[config.mk]
export PLATFORM = sky130hd
export DESIGN_NAME = rt_pixel_scanner
export DESIGN_NICKNAME = d
export VERILOG_FILES = /design/src/rtl/rt_pixel_scanner.sv
export SDC_FILE = /design/constraint.sdc
export NUM_CORES = 1
export LEC_CHECK = 0
export CAP_MARGIN = 40
export CORE_AREA = 2 2 193 195
export DETAILED_ROUTE_END_ITERATION = 8
export DIE_AREA = 0 0 195 197
export HOLD_SLACK_MARGIN = 0.05
export PLACE_DENSITY = 0.63
export REMOVE_ABC_BUFFERS = 1
export SETUP_SLACK_MARGIN = 0.15
export SYNTH_ARGS = -nofsm -noshare
export SYNTH_HDL_FRONTEND = slang
export SYNTH_SLANG_ARGS = --single-unit
[constraint.sdc]
create_clock -name clk -period 8.5 [get_ports clk]
set_input_delay 0.85 -clock clk [delete_from_list [all_inputs] [get_ports clk]]
set_output_delay 0.85 -clock clk [all_outputs]
set_load 0.005 [all_outputs]
[src/rtl/rt_pixel_scanner.sv]
// ---------------------------------------------------------------------------
// rt_pixel_scanner
//
// Frame-level sequencer that sits directly upstream of the ray generation
// unit (RGU). A frame_start pulse walks every pixel of an IMG_W x IMG_H image
// in raster order (y outer, x inner). For each pixel the scanner:
//   1. drives the fixed-point pixel coordinate (integer << FP_QW) and a
//      one-cycle start pulse to the RGU,
//   2. waits for the RGU result and captures it together with the integer
//      pixel coordinate,
//   3. presents the ray on a valid/ready interface until it is accepted.
// Only one pixel is in flight at a time. The next pixel is issued only after
// the current ray has been accepted downstream.
//
// Parameters
//   IMG_W, IMG_H  image size in pixels (>= 1)
//   CW            integer pixel counter width, 2**CW > max(IMG_W, IMG_H)
//   FP_WL         fixed-point word length (>= CW)
//   FP_QW         fixed-point fractional bits
//
// Ports
//   clk           system clock
//   reset         asynchronous active-high reset; abandons any frame in progress
//   frame_start   one-cycle request to render a frame (ignored unless idle)
//   frame_busy    high from the cycle after an accepted frame_start until the
//                 cycle after frame_done
//   frame_done    one-cycle pulse after the last ray has been accepted
//   rgu_start     one-cycle start strobe to the RGU
//   rgu_x, rgu_y  pixel coordinate in fixed point, stable while the RGU works
//   rgu_valid     RGU result strobe (only honoured while waiting for a result)
//   rgu_origin    RGU ray origin, three packed FP_WL words
//   rgu_dir       RGU ray direction, three packed FP_WL words
//   out_valid     output ray valid
//   out_ready     downstream ready; transfer on out_valid & out_ready
//   out_px/out_py integer pixel coordinate of the output ray
//   out_last      output ray is the final pixel (IMG_W-1, IMG_H-1)
//   out_origin    registered ray origin
//   out_dir       registered ray direction
//
// Optional feature (macro RT_SCAN_PERF_EN)
//   perf_cycles   32-bit count of cycles with frame_busy high. Cleared on an
//                 accepted frame_start, holds after frame_done, saturates.
// ---------------------------------------------------------------------------
module rt_pixel_scanner #(
  parameter int IMG_W = 320,
  parameter int IMG_H = 240,
  parameter int CW    = 16,
  parameter int FP_WL = 32,
  parameter int FP_QW = 16
) (
  input  logic                 clk,
  input  logic                 reset,
  input  logic                 frame_start,
  output logic                 frame_busy,
  output logic                 frame_done,
  output logic                 rgu_start,
  output logic [FP_WL-1:0]     rgu_x,
  output logic [FP_WL-1:0]     rgu_y,
  input  logic                 rgu_valid,
  input  logic [3*FP_WL-1:0]   rgu_origin,
  input  logic [3*FP_WL-1:0]   rgu_dir,
  output logic                 out_valid,
  input  logic                 out_ready,
  output logic [CW-1:0]        out_px,
  output logic [CW-1:0]        out_py,
  output logic                 out_last,
  output logic [3*FP_WL-1:0]   out_origin,
  output logic [3*FP_WL-1:0]   out_dir
`ifdef RT_SCAN_PERF_EN
  ,
  output logic [31:0]          perf_cycles
`endif
);

  typedef enum logic [2:0] {
    S_IDLE,
    S_ISSUE,
    S_WAIT,
    S_HOLD,
    S_DONE
  } state_t;

  localparam logic [CW-1:0] LAST_X = CW'(IMG_W - 1);
  localparam logic [CW-1:0] LAST_Y = CW'(IMG_H - 1);
  localparam logic [CW-1:0] ONE    = CW'(1);

  state_t          state;
  logic [CW-1:0]   px;
  logic [CW-1:0]   py;
  logic [CW-1:0]   nx_px;
  logic [CW-1:0]   nx_py;
  logic            at_last;

  // Integer pixel index to fixed point: zero-extend, then shift into the
  // integer field.
  function automatic logic [FP_WL-1:0] to_fp(input logic [CW-1:0] v);
    return {{(FP_WL-CW){1'b0}}, v} << FP_QW;
  endfunction

  assign at_last = (px == LAST_X) && (py == LAST_Y);

  // Raster advance: step x, or wrap x and step y at the end of a row.
  always_comb begin
    nx_px = px + ONE;
    nx_py = py;
    if (px == LAST_X) begin
      nx_px = '0;
      nx_py = py + ONE;
    end
  end

  // Gated with out_valid so the flag reads 0 out of reset even for a 1x1 image.
  assign out_last = out_valid && (out_px == LAST_X) && (out_py == LAST_Y);

  always_ff @(posedge clk or posedge reset) begin
    if (reset) begin
      state      <= S_IDLE;
      px         <= '0;
      py         <= '0;
      frame_busy <= 1'b0;
      frame_done <= 1'b0;
      rgu_start  <= 1'b0;
      rgu_x      <= '0;
      rgu_y      <= '0;
      out_valid  <= 1'b0;
      out_px     <= '0;
      out_py     <= '0;
      out_origin <= '0;
      out_dir    <= '0;
    end else begin
      rgu_start  <= 1'b0;
      frame_done <= 1'b0;
      case (state)
        S_IDLE: begin
          // Also drops frame_busy one cycle after frame_done.
          frame_busy <= frame_start;
          if (frame_start) begin
            px        <= '0;
            py        <= '0;
            rgu_x     <= '0;
            rgu_y     <= '0;
            rgu_start <= 1'b1;
            state     <= S_ISSUE;
          end
        end
        S_ISSUE: begin
          state <= S_WAIT;
        end
        S_WAIT: begin
          if (rgu_valid) begin
            out_origin <= rgu_origin;
            out_dir    <= rgu_dir;
            out_px     <= px;
            out_py     <= py;
            out_valid  <= 1'b1;
            state      <= S_HOLD;
          end
        end
        S_HOLD: begin
          if (out_ready) begin
            out_valid <= 1'b0;
            if (at_last) begin
              state <= S_DONE;
            end else begin
              // Coordinates for the next pixel are registered together with
              // the start strobe so they are stable for the whole RGU run.
              px        <= nx_px;
              py        <= nx_py;
              rgu_x     <= to_fp(nx_px);
              rgu_y     <= to_fp(nx_py);
              rgu_start <= 1'b1;
              state     <= S_ISSUE;
            end
          end
        end
        S_DONE: begin
          frame_done <= 1'b1;
          state      <= S_IDLE;
        end
        default: begin
          state <= S_IDLE;
        end
      endcase
    end
  end

`ifdef RT_SCAN_PERF_EN
  function automatic logic [31:0] sat_inc(input logic [31:0] v);
    return (v == 32'hFFFF_FFFF) ? v : v + 32'd1;
  endfunction

  always_ff @(posedge clk or posedge reset) begin
    if (reset) begin
      perf_cycles <= '0;
    end else if ((state == S_IDLE) && frame_start) begin
      perf_cycles <= '0;
    end else if (frame_busy) begin
      perf_cycles <= sat_inc(perf_cycles);
    end
  end
`endif

endmodule

**Word level (Yosys, flattened, before mapping)**

Cells that the tools add are included.

- Eq/ne operators: 12
- Reductions and logical operators: 10
- Add/subtract/negate cells: 2
- Multiplexer cells: 29

Operators by type and width:

| operator | number |
|---|---|
| $mux 32 | 5 |
| $pmux 32 s2 | 2 |
| $mux 16 | 7 |
| $pmux 16 s2 | 2 |
| $add 16x1->16 const B | 2 |
| $eq 16x8->1 const B | 2 |
| $eq 16x9->1 const B | 2 |
| $mux 3 | 4 |
| $pmux 3 s4 | 1 |
| $ne 2x2->1 const B | 4 |
| $eq 3x2->1 const B | 2 |
| $mux 1 | 6 |
| $reduce_and 3->1 | 2 |
| $pmux 1 s2 | 2 |
| $reduce_and 4->1 | 1 |
| $reduce_bool 2->1 | 2 |
| $eq 3x1->1 const B | 1 |
| $eq 3x3->1 const B | 1 |
| $logic_and 1x1->1 | 3 |
| $logic_not 3->1 | 1 |
| $reduce_and 2->1 | 1 |

- Flip-flop bits (word level): 327
- Input port bits: 197
- Logic and storage cells: 66

**Depth between registers and ports, before layout**

- Depth in word-level cells: 5
- Gate-level depth with buffers: 8

**Least setup slack after synthesis**

Ideal clock, no wire load.

- Path type: input-to-reg
- Start point: input rgu_valid
- End point: register out_dir[39]
- Path buffers: 3
- Data arrival time: 1828 ps
- Stages on the path: 5
- Library setup time: 125 ps
- Setup slack: 6547 ps
- Data required time: 8375 ps
- Cell sequence: and3b_1 buf_2 buf_2 buf_4 mux2_2

- Longest elaborated chain between the ends: 1

RTL lines:

| what | RTL line | source |
|---|---|---|
| start: declaration | 59 | `input logic rgu_valid,` |
| $reduce_and 2->1 (no source line) | - |  |
| end signal: assignment | 152 | `out_dir <= rgu_dir;` |
| end: declaration | 68 | `output logic [3*FP_WL-1:0] out_dir` |

No other way between the ends.
A chain may end at the register's enable or synchronous reset.

**Worst setup path after layout**

- Start point: register out_px[6]
- End point: output out_last

- Longest elaborated chain between the ends: 3

RTL lines:

| what | RTL line | source |
|---|---|---|
| start: declaration | 64 | `output logic [CW-1:0] out_px,` |
| start signal: assignment | 153 | `out_px <= px;` |
| $eq 16x9->1 | 113 | `assign out_last = out_valid && (out_px == LAST_X) && (out_py == LAST_Y);` |
| $logic_and 1x1->1 (2 in series) | 113 |  |
| end: declaration | 66 | `output logic out_last,` |

No other way between the ends.

==> impl_metrics.ini <==
[place]
placed_area_um2 = 15700
globalplace.congestion = 0.790
port_buffers = 457
dpl_worst_slack_ns = 5.15
place_hpwl_um = 23100

[cells_and_area]
fillers = 3323
fin_area_um2 = 16700
multiInputGateArea_um2 = 3800
final_nets = 1408
seq_area_um2 = 6580
syn2layout_area_growth_pct = 54.9
antenna_cells = 0
drive_gt1_share_pct = 23.6

[clocking]
root_buffer = clkbuf_16
cts_buffer_depth = 3
clkSinkCount = 263
cts-buffers-inserted = 30
cts_max_level = 1
cts.repair.resized = 0
post_cts_buffers = 0
cts_tree = done
clkTransAtPathRegs_ns = 0.06
cts_hold_buf = 0
clkLatencyLatePin_ns = 0.55

[sta]
maxSlewViolCount = 0
setup_viol = 0
rsz0062_at_grt = false
fin_skew_ns = 0.0222
maxSlewHeadroom_pct = 39.2
finalCriticalPeriod_ns = 3.56
worst_slew_pin_slew_ns = 0.904
fin_hold_ws_ns = 0.502
fmax_ghz = 0.281
setup_tns_ns = 0
period_share_pct = 41.9
hold_violations = 0
worst_slack_ns = 4.94

[worst_setup_path]
cp-end-kind = output port
critPathSlowestCell = nor4_1
r2r-start = state[1]$_DFFE_PP0P_
critPathMaxStageDelay_ns = 0.80
worst-r2r-cell-count = 5
worst-r2r-setup-slack_ns = 5.77
cp-start-kind = flip-flop
critPathArrivalTime_ns = 2.71
rr_endpoint = out_origin[81]$_DFFE_PP0P_
critPathRequiredTime_ns = 7.65
critical_path_class = reg2out
crit_fanout = 3
path_cells = nor4_1, nand4_1, nor3_1, clkdlybuf4s50_1

[power]
power_leakage_uw = 0.00691
p_per_area_nw_per_um2 = 327
ir_drop_mv = 0.172
power_uw = 5450

[drt]
remaining_drc_errors = 0
drtIter0Drc = 267
firstDrtPassIters = 4
routed_wl_um = 31400
drtAntennaViolNets = 0
viasPerCell = 4.59
vias = 7808
wl_per_cell_um = 18.4

[die]
rows = 70
fp.dieH_um = 197
io_pins = 490
die_w_um = 195
design.core.area_um2 = 36300
die-area_um2 = 38400
start_util_pct = 29.7

[hold_path]
hold_end = out_dir[70]$_DFFE_PP0P_
holdCritStartpoint = out_dir[70]$_DFFE_PP0P_
hold_path.class = reg2reg
min_path_cells = 1

[synthesis]
ys_types = 49
synth-seq-cells = 263
synth_edf_count = 0
yosys.area.top_type = dfrtp_1
synth_top_area_share_pct = 61.1
yosysWarnings = 0
synth-main-ff-cell = dfrtp_1
synthesis.area_um2 = 10800
synth_area_leaders = dfrtp_1, mux2_2, buf_4
synth_most_common_cell = dfrtp_1
avgSynthCellArea_um2 = 14.4
synthCells = 749
synth-seq-area-share_pct = 61.1
synthTopCellsByCount = dfrtp_1, mux2_2, buf_4
synth-async-reset-ratio_pct = 100

[job]
maxCapViolCount = 0

[global_routing]
grt.total_usage_pct = 15.6
grt_pass1_wl_um = 47300
grt_overflow = 0
grt_max_degree = 147
antenna_found_initial = 0
grt_pass1_vias = 7861

[outcome]
status = finished, final reports clean
state kept, by name, indices dropped and copies added (netlist names):
name and count:
state 3, frame_busy 1, frame_done 1, rgu_x 16
out_px 16, out_dir 96, rgu_start 1, out_py 16
out_origin 96, rgu_y 16, out_valid 1
worst max path at each step:
stage                     slack, ns                          to             startpoint
after floorplan                0.41      frame_busy$_DFFE_PP0N_                  reset
after global placement         4.85  out_origin[89]$_DFFE_PP0P_              rgu_valid
after detailed placement       5.15  out_origin[81]$_DFFE_PP0P_              rgu_valid
after CTS                      4.92                    out_last  out_px[7]$_DFFE_PP0P_
after global routing           4.79                    out_last  out_px[6]$_DFFE_PP0P_
final                          4.94                    out_last  out_px[6]$_DFFE_PP0P_
critical path, delay by kind of cell (launching register included):
family        cells  cell delay (ns)
buf+inv           1             0.56
flops             1             0.40
simple gates      3             1.21
final cells by class:
cell class              count  area share, %
clock buffers              49           5.54
multi-input cells         442           22.8
clock inverters             6          0.345
well taps                 468           3.51
flip-flops and latches    263           39.5
repair buffers            464           28.1
inverters                   8          0.225
through the flow:
| step | util, % | instances |
|---|---|---|
| floorplan | - | 713 |
| global placement | 43.1 | 1642 |
| detailed placement | 43.3 | 1645 |
| CTS | 46.0 | 1700 |
| global route | 46.0 | 1700 |
| finish | 46.0 | 1700 |
cells by family (layout without fill, tap and decap cells):
kind of cell / Yosys count / count (layout) / share of synthesized area, %
DFF: 263 / 263 / 61.1
muxes: 228 / 228 / 23.8
and+or+nand+nor: 115 / 115 / 6.40
buffers and inverters: 75 / 527 / 4.72
AOI/OAI and AO/OA: 65 / 65 / 3.71
adders and majority gates: 2 / 2 / 0.232
other: 1 / 32 / 0.0348
routing by layer:
metal / up-vias / GRT usage, % / wire (µm)
li1: 3562 / - / -
met1: 3876 / 19.4 / 12600
met2: 321 / 26.3 / 15500
met3: 49 / 4.36 / 2430
met4: 0 / 4.83 / 831
met5: - / 0 / 0
cell usage in the layout (no fill, tap or decap), types with 6 or more instances in the layout:
cell               n
clkbuf_16         31
a21oi_1           11
a31oi_1           17
nand3_1           12
nand2_1           27
nor3_1             6
clkbuf_8           8
inv_1              7
nand4_1           15
clkdlybuf4s50_1  457
conb_1            32
dfrtp_1          263
nor2_1            15
clkbuf_1          10
and3_1             6
mux2_2           224
o21ai_0           18
power breakdown:
part	internal, µW	switching (µW)
Clock	766	505
Sequential	1760	269
Combinational	1440	714
Total	3960	1490
Power figures use the tool's default switching activity.
